$ cat config.mk
export PLATFORM = sky130hd
export DESIGN_NAME = sid_write_sequencer
export DESIGN_NICKNAME = d
export VERILOG_FILES = /design/src/rtl/sid_write_sequencer.sv
export SDC_FILE = /design/constraint.sdc
export NUM_CORES = 1
export LEC_CHECK = 0
export CORE_ASPECT_RATIO = 1.25
export CORE_MARGIN = 2
export CORE_UTILIZATION = 30
export CTS_CLUSTER_DIAMETER = 200
export CTS_CLUSTER_SIZE = 28
export DETAILED_ROUTE_END_ITERATION = 7
export PLACE_DENSITY = 0.51
export SLEW_MARGIN = 20
export SYNTH_ARGS = -nofsm -noshare
export SYNTH_HDL_FRONTEND = slang
export SYNTH_SLANG_ARGS = --single-unit
$ cat constraint.sdc
create_clock -name clk -period 6.9 [get_ports clk]
set_input_delay 1.035 -clock clk [delete_from_list [all_inputs] [get_ports clk]]
set_output_delay 1.035 -clock clk [all_outputs]
set_load 0.05 [all_outputs]
$ cat src/rtl/sid_write_sequencer.sv
// ---------------------------------------------------------------------------
// sid_write_sequencer
//
// Command-driven sequencer for the tt_um_sid register bus. A host pushes
// register writes and timed delays into a small FIFO; the sequencer replays
// them onto the SID's ui_in/uio_in pins with the strobe timing the core
// expects:
//   write: SETUP (1 cycle) -> STROBE (STROBE_CYCLES) -> HOLD (1 cycle)
//   delay: WAIT for max(1, count * TICK_CYCLES) cycles
// Back-to-back commands are chained straight out of HOLD/WAIT with no idle
// cycle in between.
//
// Ports:
//   clk        in   system clock
//   rst_n      in   asynchronous active-low reset
//   cmd_valid  in   command present
//   cmd_ready  out  FIFO can accept (not full)
//   cmd_wait   in   0 = register write, 1 = delay
//   cmd_voice  in   voice select (3 = filter/global block)
//   cmd_addr   in   register address
//   cmd_data   in   write data
//   bus_ctrl   out  to SID ui_in: {strobe, 2'b00, voice, addr}
//   bus_data   out  to SID uio_in
//   busy       out  sequencer active or commands queued
//   level      out  FIFO occupancy
// ---------------------------------------------------------------------------
module sid_write_sequencer #(
  parameter int DEPTH         = 8,
  parameter int STROBE_CYCLES = 2,
  parameter int TICK_CYCLES   = 24000
) (
  input  logic                   clk,
  input  logic                   rst_n,
  input  logic                   cmd_valid,
  output logic                   cmd_ready,
  input  logic                   cmd_wait,
  input  logic [1:0]             cmd_voice,
  input  logic [2:0]             cmd_addr,
  input  logic [7:0]             cmd_data,
  output logic [7:0]             bus_ctrl,
  output logic [7:0]             bus_data,
  output logic                   busy,
  output logic [$clog2(DEPTH):0] level
);

  localparam int AW = $clog2(DEPTH);
  localparam int LW = AW + 1;
  // Largest delay is the full 13-bit count times the tick length; the wait
  // counter is sized so that product never overflows.
  localparam longint unsigned MAX_WAIT = 64'd8191 * 64'(TICK_CYCLES);
  localparam int CW = $clog2(MAX_WAIT + 64'd1);
  localparam int SW = (STROBE_CYCLES > 1) ? $clog2(STROBE_CYCLES) : 1;

  typedef enum logic [2:0] {
    ST_IDLE   = 3'd0,
    ST_SETUP  = 3'd1,
    ST_STROBE = 3'd2,
    ST_HOLD   = 3'd3,
    ST_WAIT   = 3'd4
  } state_e;

  // FIFO storage and bookkeeping. Entry layout: {wait, voice, addr, data}.
  logic [13:0]   mem_q [DEPTH];
  logic [AW-1:0] wr_ptr_q, wr_ptr_d;
  logic [AW-1:0] rd_ptr_q, rd_ptr_d;
  logic [LW-1:0] level_q, level_d;

  state_e        state_q, state_d;
  logic [SW-1:0] strb_cnt_q, strb_cnt_d;
  logic [CW-1:0] wait_cnt_q, wait_cnt_d;
  logic [7:0]    ctrl_q, ctrl_d;
  logic [7:0]    data_q, data_d;

  logic          full_s, empty_s, push_s, pop_s, take_s;
  logic [13:0]   head_s;
  logic [CW-1:0] wait_load_s;

  assign full_s      = (level_q == LW'(DEPTH));
  assign empty_s     = (level_q == {LW{1'b0}});
  assign push_s      = cmd_valid && !full_s;
  assign head_s      = mem_q[rd_ptr_q];
  assign wait_load_s = CW'(head_s[12:0]) * CW'(TICK_CYCLES);

  assign cmd_ready = !full_s;
  assign busy      = (state_q != ST_IDLE) || !empty_s;
  assign level     = level_q;
  assign bus_ctrl  = ctrl_q;
  assign bus_data  = data_q;

  // FIFO payload write (storage needs no reset; occupancy gates every read).
  always_ff @(posedge clk) begin
    if (push_s) begin
      mem_q[wr_ptr_q] <= {cmd_wait, cmd_voice, cmd_addr, cmd_data};
    end
  end

  // FIFO pointer and occupancy next-state.
  always_comb begin
    wr_ptr_d = wr_ptr_q;
    rd_ptr_d = rd_ptr_q;
    level_d  = level_q;
    if (push_s) begin
      wr_ptr_d = wr_ptr_q + AW'(1'b1);
    end else begin
      wr_ptr_d = wr_ptr_q;
    end
    if (pop_s) begin
      rd_ptr_d = rd_ptr_q + AW'(1'b1);
    end else begin
      rd_ptr_d = rd_ptr_q;
    end
    case ({push_s, pop_s})
      2'b10:   level_d = level_q + LW'(1'b1);
      2'b01:   level_d = level_q - LW'(1'b1);
      default: level_d = level_q;
    endcase
  end

  // Sequencer next-state and registered bus values.
  always_comb begin
    state_d    = state_q;
    strb_cnt_d = strb_cnt_q;
    wait_cnt_d = wait_cnt_q;
    ctrl_d     = ctrl_q;
    data_d     = data_q;
    take_s     = 1'b0;
    pop_s      = 1'b0;

    case (state_q)
      ST_IDLE: begin
        if (!empty_s) begin
          take_s = 1'b1;
        end else begin
          state_d = ST_IDLE;
        end
      end
      ST_SETUP: begin
        ctrl_d[7]  = 1'b1;
        strb_cnt_d = SW'(STROBE_CYCLES - 1);
        state_d    = ST_STROBE;
      end
      ST_STROBE: begin
        if (strb_cnt_q == {SW{1'b0}}) begin
          ctrl_d[7] = 1'b0;
          state_d   = ST_HOLD;
        end else begin
          strb_cnt_d = strb_cnt_q - SW'(1'b1);
        end
      end
      ST_HOLD: begin
        if (!empty_s) begin
          take_s = 1'b1;
        end else begin
          state_d = ST_IDLE;
        end
      end
      ST_WAIT: begin
        // A loaded count of 0 or 1 both mean "this is the last WAIT cycle".
        if (wait_cnt_q <= CW'(1'b1)) begin
          if (!empty_s) begin
            take_s = 1'b1;
          end else begin
            state_d = ST_IDLE;
          end
        end else begin
          wait_cnt_d = wait_cnt_q - CW'(1'b1);
        end
      end
      default: begin
        state_d   = ST_IDLE;
        ctrl_d[7] = 1'b0;
      end
    endcase

    // Dispatch the FIFO head; SETUP values land on the bus at this edge.
    if (take_s) begin
      pop_s = 1'b1;
      if (head_s[13]) begin
        state_d    = ST_WAIT;
        wait_cnt_d = wait_load_s;
      end else begin
        state_d = ST_SETUP;
        ctrl_d  = {1'b0, 2'b00, head_s[12:8]};
        data_d  = head_s[7:0];
      end
    end else begin
      pop_s = 1'b0;
    end
  end

  // State, counter, pointer and bus registers.
  always_ff @(posedge clk or negedge rst_n) begin
    if (!rst_n) begin
      state_q    <= ST_IDLE;
      strb_cnt_q <= {SW{1'b0}};
      wait_cnt_q <= {CW{1'b0}};
      ctrl_q     <= 8'h00;
      data_q     <= 8'h00;
      wr_ptr_q   <= {AW{1'b0}};
      rd_ptr_q   <= {AW{1'b0}};
      level_q    <= {LW{1'b0}};
    end else begin
      state_q    <= state_d;
      strb_cnt_q <= strb_cnt_d;
      wait_cnt_q <= wait_cnt_d;
      ctrl_q     <= ctrl_d;
      data_q     <= data_d;
      wr_ptr_q   <= wr_ptr_d;
      rd_ptr_q   <= rd_ptr_d;
      level_q    <= level_d;
    end
  end

endmodule
==> results list, run 1 <==
- The number of global-route vias before repair was 6167.
- Counting along the longest clock path gives a buffer depth of 2.
- For the worst flop-to-flop path, the logic depth is 17.
- Leading post-synthesis cells by cell area: sky130_fd_sc_hd__edfxtp_1 (33%), sky130_fd_sc_hd__dfrtp_1 (14%), sky130_fd_sc_hd__fa_1 (11%)
- Data arrival, critical path: 6.15 ns
* Routed length per placed instance: 16.5 um
- Max-cap violations in this run came to 0.
- Most common cell in the synthesized netlist: sky130_fd_sc_hd__inv_1
* GR met1 Demand/Resource: 14.8%
* 1st-pass router iterations: 6
* Asr flop ratio synth: 33.3%
- Synthesized instance count: 780
- From synthesis to final layout, the design area changed by 14.9%.
- Initial antenna violation count: 0
* Final routed DRC violation total: 0
- Final non-filler cell total: 1265
- Type of origin of the critical path: flop
- The number of hold buffers added after CTS was 0.
- Violation count after the first detailed-route iteration: 252
- The run finished with clean final reports.
* Clock sink count: 168
- The repair_antennas step left the layout with diodes totalling 0.
* Number of nets in the layout: 967
* Post-placement cell count: 1233
* Die outline width: 168 um
- Root Buffer Master: sky130_fd_sc_hd__clkbuf_16
- Via Count: 5910
- Worst hold start: bus_data[5]$_DFFE_PN0P_
- STA classifies the critical path endpoint as a flop.
- Derived from the worst setup path, the maximum achievable clock frequency is 171 MHz.
- The wire-length estimate of the detail-placed layout is 14900 um.
* Share of Yosys cell area claimed by the top area cell type: 33.3%
- Maximum number of pins on one net before global-route repair: 57
- Die ar.: 35100 um^2
- In the synthesized netlist the dominant register cell turns out to be sky130_fd_sc_hd__edfxtp_1.
* Cell Rows: 75
- In this run the worst path has a maximum fanout of 21.
- Port-buffer cells: 36
- The layer flagged by global routing as most heavily used is met2.
- The cell area that synthesis handed to floorplanning was 10100 um^2.
* Critical Path RT: 7.21 ns
- Mean area per synthesized cell: 12.9 um^2
- Pin placement for this block handled 39 I/O pins.
* RSZ-0062 raised after global routing: no
- The region available for standard cell placement spans 33300 um^2.
- Setup slack on the worst reg-to-reg path comes out at 1.06 ns.
* Class of the tightest hold or removal check: flop to flop
- Once detail routing completed, the nets flagged for antenna violations numbered 0.
- RD Place Congestion: 0.748
- H-tree depth reported by CTS: 4
- Endpoint, Worst Hold: bus_data[5]$_DFFE_PN0P_
- Worst max-slew margin expressed relative to the limit: 35.5%
- By startpoint and endpoint, the worst setup path is classified as flop to flop.
- Buffers inserted during clock tree synthesis total 17.
- FF+latch count, synth: 168
* Endpoint of the most critical register-to-register path: wait_cnt_q[20]$_DFF_PN0_
- The synthesized design contains 112 enable-type register cells.
* Clock transition time at the flip-flop clock pins of the worst setup and hold paths: 0.07 ns
- The final critical path takes up 84.7% of the cycle.
- Summed over all instances, the cell type with the most area after synthesis is sky130_fd_sc_hd__edfxtp_1.
* Global-route congestion overflow total: 0
* Source of the worst register-to-register timing path: rd_ptr_q[0]$_DFFE_PN0P_
* Transition time at the pin with the least slew margin: 0.967 ns
- The final count of hold timing violations came to 0.
- The count of pins over their slew limit was 0.
* Met3 demand-to-capacity share in global routing: 1.97%
* Final period demand of the worst path: 5.84 ns
* Wire length after detailed routing: 20900 um
* Number of warnings printed during yosys synthesis: 0
* Worst clock skew on the final layout: 0.0100 ns
* Count of instances resized after the clock tree is built: 0
- Counting instances, the worst hold path has a depth of 1.
- Per-cell via count in the routed design: 4.67
- Counting distinct cell types in the post-synthesis netlist gives 66.
- In this run the post-CTS setup repair buffer count came out at 0.
* Met2 GRT Util: 23.1%
* Layout cell share with drive strength beyond 1: 13.8%
* Clock insertion delay at the later pin of the skew report: 0.43 ns
- CTS tree: built
- Setup violations remaining at the end of the flow were counted as 0.
* Portion of the post-synthesis area used by sequential elements: 47.2%
* Leading post-synthesis cells by instance count: sky130_fd_sc_hd__inv_1 (132), sky130_fd_sc_hd__edfxtp_1 (112), sky130_fd_sc_hd__ha_1 (67), sky130_fd_sc_hd__dfrtp_1 (56), sky130_fd_sc_hd__fa_1 (54)
- The first global-routing pass estimated 33700 um of wire.
* Gr usage total: 12.6%
* Initial Util: 30.3%
- The die is 209 um tall.
* Setup TNS: 0 ns
per-stage QoR:
stage | hold WS, ns | util, % | setup slack (ns) | area [um^2]
after floorplan | 0.467 | - | 1.21 | 10100
after global placement | 0.480 | 33.0 | 1.10 | 11000
after detailed placement | 0.483 | 33.0 | 1.05 | 11000
after CTS | 0.499 | 34.8 | 1.03 | 11600
after global routing | 0.518 | 34.8 | 0.703 | 11600
final | 0.492 | 34.8 | 1.06 | 11600
worst max-delay path, stage by stage (launching register included):
cell,delay [ns]
sky130_fd_sc_hd__dfrtp_2,0.84
sky130_fd_sc_hd__mux4_2,0.59
sky130_fd_sc_hd__mux2_2,0.39
sky130_fd_sc_hd__fa_1,0.61
sky130_fd_sc_hd__inv_1,0.07
sky130_fd_sc_hd__fa_1,0.50
sky130_fd_sc_hd__inv_1,0.04
sky130_fd_sc_hd__ha_1,0.27
sky130_fd_sc_hd__inv_1,0.05
sky130_fd_sc_hd__fa_1,0.52
sky130_fd_sc_hd__inv_1,0.04
sky130_fd_sc_hd__ha_1,0.36
sky130_fd_sc_hd__a211oi_1,0.43
sky130_fd_sc_hd__o21ai_0,0.27
sky130_fd_sc_hd__a21oi_1,0.29
sky130_fd_sc_hd__nor4bb_1,0.09
sky130_fd_sc_hd__o31ai_1,0.25
sky130_fd_sc_hd__o21ai_0,0.11
sequential cells by signal (all words and copies together) (netlist names):
name and cells:
wait_cnt_q 28, bus_data 8, mem_q 112, rd_ptr_q 3
bus_ctrl 6, state_q 3, wr_ptr_q 3, strb_cnt_q 1
level 4
per-layer routing:
layer | vias up | part of all wire [%] | wire length (um)
met5 | - | 0 | 0
li1 | 2845 | - | -
met2 | 85 | 54 | 11200
met3 | 26 | 2.6 | 533
met1 | 2954 | 42 | 8710
met4 | 0 | 1.9 | 400
layout by cell type, fill, tap and decap left out, types with 4 or more instances in the layout:
| cell type | instances |
|---|---|
| sky130_fd_sc_hd__xnor2_1 | 27 |
| sky130_fd_sc_hd__inv_6 | 5 |
| sky130_fd_sc_hd__nand2_1 | 27 |
| sky130_fd_sc_hd__mux2i_1 | 7 |
| sky130_fd_sc_hd__inv_1 | 132 |
| sky130_fd_sc_hd__xor2_1 | 17 |
| sky130_fd_sc_hd__a31oi_1 | 5 |
| sky130_fd_sc_hd__nor4_1 | 7 |
| sky130_fd_sc_hd__or4_1 | 6 |
| sky130_fd_sc_hd__nand3_1 | 13 |
| sky130_fd_sc_hd__clkbuf_16 | 17 |
| sky130_fd_sc_hd__nor2_1 | 32 |
| sky130_fd_sc_hd__mux2_2 | 19 |
| sky130_fd_sc_hd__nor3_1 | 12 |
| sky130_fd_sc_hd__buf_4 | 12 |
| sky130_fd_sc_hd__nor3_2 | 4 |
| sky130_fd_sc_hd__or3_1 | 4 |
| sky130_fd_sc_hd__a21oi_1 | 18 |
| sky130_fd_sc_hd__dfrtp_1 | 55 |
| sky130_fd_sc_hd__and3_1 | 5 |
| sky130_fd_sc_hd__mux2_1 | 10 |
| sky130_fd_sc_hd__inv_8 | 4 |
| sky130_fd_sc_hd__clkdlybuf4s50_1 | 35 |
| sky130_fd_sc_hd__mux4_2 | 28 |
| sky130_fd_sc_hd__or2_2 | 4 |
| sky130_fd_sc_hd__edfxtp_1 | 112 |
| sky130_fd_sc_hd__fa_1 | 54 |
| sky130_fd_sc_hd__nand4b_1 | 4 |
| sky130_fd_sc_hd__a21o_1 | 6 |
| sky130_fd_sc_hd__ha_1 | 67 |
| sky130_fd_sc_hd__a211oi_1 | 9 |
| sky130_fd_sc_hd__o21ai_0 | 20 |
worst max-delay path by stage:
| stage | start | end | slack, ns | cells after the start |
|---|---|---|---|---|
| floorplan | rd_ptr_q[0]$_DFFE_PN0P_ | wait_cnt_q[20]$_DFF_PN0_ | 1.21 | 19 |
| global placement | rd_ptr_q[0]$_DFFE_PN0P_ | wait_cnt_q[20]$_DFF_PN0_ | 1.10 | 17 |
| detailed placement | rd_ptr_q[0]$_DFFE_PN0P_ | wait_cnt_q[20]$_DFF_PN0_ | 1.05 | 17 |
| CTS | rd_ptr_q[0]$_DFFE_PN0P_ | wait_cnt_q[20]$_DFF_PN0_ | 1.03 | 17 |
| global route | rd_ptr_q[0]$_DFFE_PN0P_ | wait_cnt_q[20]$_DFF_PN0_ | 0.70 | 17 |
| finish | rd_ptr_q[0]$_DFFE_PN0P_ | wait_cnt_q[20]$_DFF_PN0_ | 1.06 | 17 |
final cells by class:
| class | count | area, um^2 |
|---|---|---|
| repair buffers | 48 | 445 |
| well taps | 423 | 529 |
| clock buffers | 17 | 425 |
| inverters | 132 | 495 |
| multi-input cells | 462 | 4760 |
| fillers | 3269 | 21700 |
| flip-flops and latches | 168 | 4770 |
| clock inverters | 15 | 173 |
logic make-up after synthesis:
group                    synth area share, %
flip-flops                              47.2
buffers and inverters                   5.97
AND/OR/NAND/NOR                         8.43
adder cells (fa/ha/maj)                 19.0
AO/OA/AOI/OAI                           5.15
multiplexers                            10.2
XOR/XNOR                                3.98
other                                 0.0372
Power of run 1 is not shown: default switching activity piles up to over one toggle a cycle in this logic, so the estimate is an artifact.
==> run 2, diff against run 1 <==
PLACE_DENSITY = 0.53   (was 0.51)
clock period = 5 ns   (was 6.9 ns; I/O delays follow)
==> run 2 against run 1 <==
  * The run now ends with negative setup slack left
  * Wire length rose by 4.5%
  * Global-route usage rose by 0.69 points
  * Non-clock buffer count rose by 59
  * Fmax rose by 15%
  * Clock-buffer cell count did not move
  * Design area rose by 8.5%
  * Utilization rose by 3.0 points
  * Via count rose by 3.4%
  * First-iteration DRC count fell by 25%
  * Sequential cell count did not move
  * Critical path type unchanged
  * Highest routed layer unchanged
==> results list, run 2 (synthesis gave the netlist of run 1 again) <==
- The run finished, with violations left.
* Violations in the final reports: negative setup slack
- After clock tree synthesis, the flow added hold-fix buffers numbering 0.
- Finish-stage setup viols: 4
* Data arrival, critical path: 5.43 ns
- The tool flagged a number of max-cap violations equal to 0.
* Top fanout value on the critical path: 8
- After detailed routing, the average wire length per cell comes to 16.5 um.
* Class of the tightest hold or removal check: input port to async pin
- Timing startpoint of the critical path: rd_ptr_q[0]$_DFFE_PN0P_
- In the routed design, unresolved DRC markers number 0.
* Cell Rows: 75
- The floorplan step set the die width to 168 um.
- The region available for standard cell placement spans 33300 um^2.
* Longest Clk Path Bufs: 2
- Summing all placed instances gives a cell area of 11500 um^2.
- Fmax: 197 MHz
- Flip-flop count of the largest register, all copies and words added: 112
- The count of nets left with antenna violations once routing finished came out at 0.
- Clock-pin slew was measured on the worst setup and hold paths at 0.07 ns.
- The library cell used most frequently in the layout, excluding fill and tap cells, is sky130_fd_sc_hd__inv_1.
* Final Slew Violations: 0
* Type of origin of the critical path: flop
- 1st-pass router iterations: 4
- For this configuration, the core starts out at a cell density of 30.3%.
- Final non-filler cell total: 1324
* Initial antenna violation count: 0
* Synthesis-to-finish area growth: 24.7%
- CTS tree: built
- TritonCTS buffer count: 17
- Final period demand of the worst path: 5.07 ns
- The repair_antennas step left the layout with diodes totalling 0.
* Dpl hpwl: 15600 um
* Via Count: 6111
* Gr usage total: 13.2%
- Post-placement cell count: 1284
* Critical Path RT: 5.36 ns
- Port-buffer cells: 36
- The setup path with the least slack is of type flop to flop.
- RSZ-0062 raised after global routing: yes
- Via count of the first global-routing pass: 6642
* Final standard cell area without fillers: 12600 um^2
- Source of the worst register-to-register timing path: rd_ptr_q[0]$_DFFE_PN0P_
* Count of endpoints failing hold in the final timing report: 0
* Final critical-path share of the clock period: 101%
- Global-route congestion overflow total: 0
- Maximum number of pins on one net before global-route repair: 57
* Per-cell via count in the routed design: 4.62
* Critical path capture point type: flop
* Die ar.: 35100 um^2
* Worst clock skew on the final layout: 0.00986 ns
- In the post-route analysis, the smallest setup slack over all paths is -0.0741 ns.
- Wire length after detailed routing: 21800 um
- I/O pin count: 39
- Most frequent cells in the layout: sky130_fd_sc_hd__inv_1 (118), sky130_fd_sc_hd__edfxtp_1 (112), sky130_fd_sc_hd__buf_4 (61)
- The register with the most flip-flops in the final layout is mem_q.
- Clock insertion delay at the later pin of the skew report: 0.44 ns
- H-tree depth reported by CTS: 4
* Transition time at the pin with the least slew margin: 0.930 ns
- Layout cell share with drive strength beyond 1: 26.3%
- The congestion estimate from routability-driven global placement came to 0.755.
* Worst max-slew margin expressed relative to the limit: 37.6%
- Post-route core utilization: 37.8%
- Global-route wire length before repair: 35500 um
* Clock sink count: 168
* Root Buffer Master: sky130_fd_sc_hd__clkbuf_16
- At the end of the flow, the number of nets in the layout was 1026.
- The detailed router finished its first iteration with 189 violations.
- In this run the vertical extent of the chip is 209 um.
-- run 2: changes by cell type in the layout (fill, tap and decap cells not counted), sizes merged --
cell and delta:
buf +59, bufinv +1, clkinv +1, clkinvlp +1
inv -3
-- run 2: layer usage --
metal | vias to the layer above | global-route usage, % | wire, um
li1 | 2955 | - | -
met4 | 0 | 4.44 | 321
met2 | 74 | 24.9 | 12000
met5 | - | 0 | 0
met1 | 3058 | 15.0 | 8960
met3 | 24 | 2.41 | 545
-- run 2: repair_timing --
item,CTS,global route
gates cloned,1,0
buffers inserted,5,2
endpoints found under the setup margin,11,13
pin swaps,44,30
resized for setup,44,23
-- run 2: stage by stage --
stage	setup WS (ns)	TNS [ns]	hold slack (ns)
global route	-0.240	-2.04	0.507
CTS	-0.0651	-0.368	0.489
detailed placement	-0.124	-0.885	0.481
floorplan	-0.00223	-0.00223	0.454
finish	-0.0741	-0.125	0.471
global placement	-0.0850	-0.492	0.477
-- run 2: cell type report --
| class | count | area (um^2) |
|---|---|---|
| Clock buffer | 17 | 425 |
| Clock inverter | 15 | 209 |
| Fill cell | 3155 | 20700 |
| Inverter | 132 | 495 |
| Multi-Input combinational cell | 462 | 5170 |
| Sequential cell | 168 | 4770 |
| Tap cell | 423 | 529 |
| Timing Repair Buffer | 107 | 986 |
-- run 2: final timing paths --
| kind | end | slack, ns | cells past startpoint |
|---|---|---|---|
| setup / recovery | wait_cnt_q[27]$_DFF_PN0_ | -0.07 | 19 |
| hold / removal | wait_cnt_q[3]$_DFF_PN0_ | 0.47 | 2 |
| setup reg to reg | wait_cnt_q[27]$_DFF_PN0_ | -0.07 | 19 |
| hold reg to reg | bus_data[1]$_DFFE_PN0P_ | 0.49 | 1 |
| max in group asynchronous | rd_ptr_q[0]$_DFFE_PN0P_ | 3.97 | 2 |
| min in group clk | bus_data[1]$_DFFE_PN0P_ | 0.49 | 1 |
-- run 2: worst max-delay path, stage by stage (launching register included) --
cell	delay, ns
sky130_fd_sc_hd__dfrtp_2	0.47
sky130_fd_sc_hd__buf_12	0.17
sky130_fd_sc_hd__mux4_2	0.49
sky130_fd_sc_hd__mux2_4	0.35
sky130_fd_sc_hd__fa_1	0.57
sky130_fd_sc_hd__inv_2	0.04
sky130_fd_sc_hd__fa_1	0.47
sky130_fd_sc_hd__inv_1	0.05
sky130_fd_sc_hd__fa_1	0.47
sky130_fd_sc_hd__inv_1	0.05
sky130_fd_sc_hd__fa_1	0.48
sky130_fd_sc_hd__inv_2	0.05
sky130_fd_sc_hd__ha_4	0.26
sky130_fd_sc_hd__a21oi_2	0.13
sky130_fd_sc_hd__nand2_2	0.08
sky130_fd_sc_hd__o211ai_1	0.19
sky130_fd_sc_hd__buf_4	0.18
sky130_fd_sc_hd__nand4_1	0.13
sky130_fd_sc_hd__and4_1	0.19
sky130_fd_sc_hd__a211oi_2	0.19
Power of run 2 is left out for the same reason.
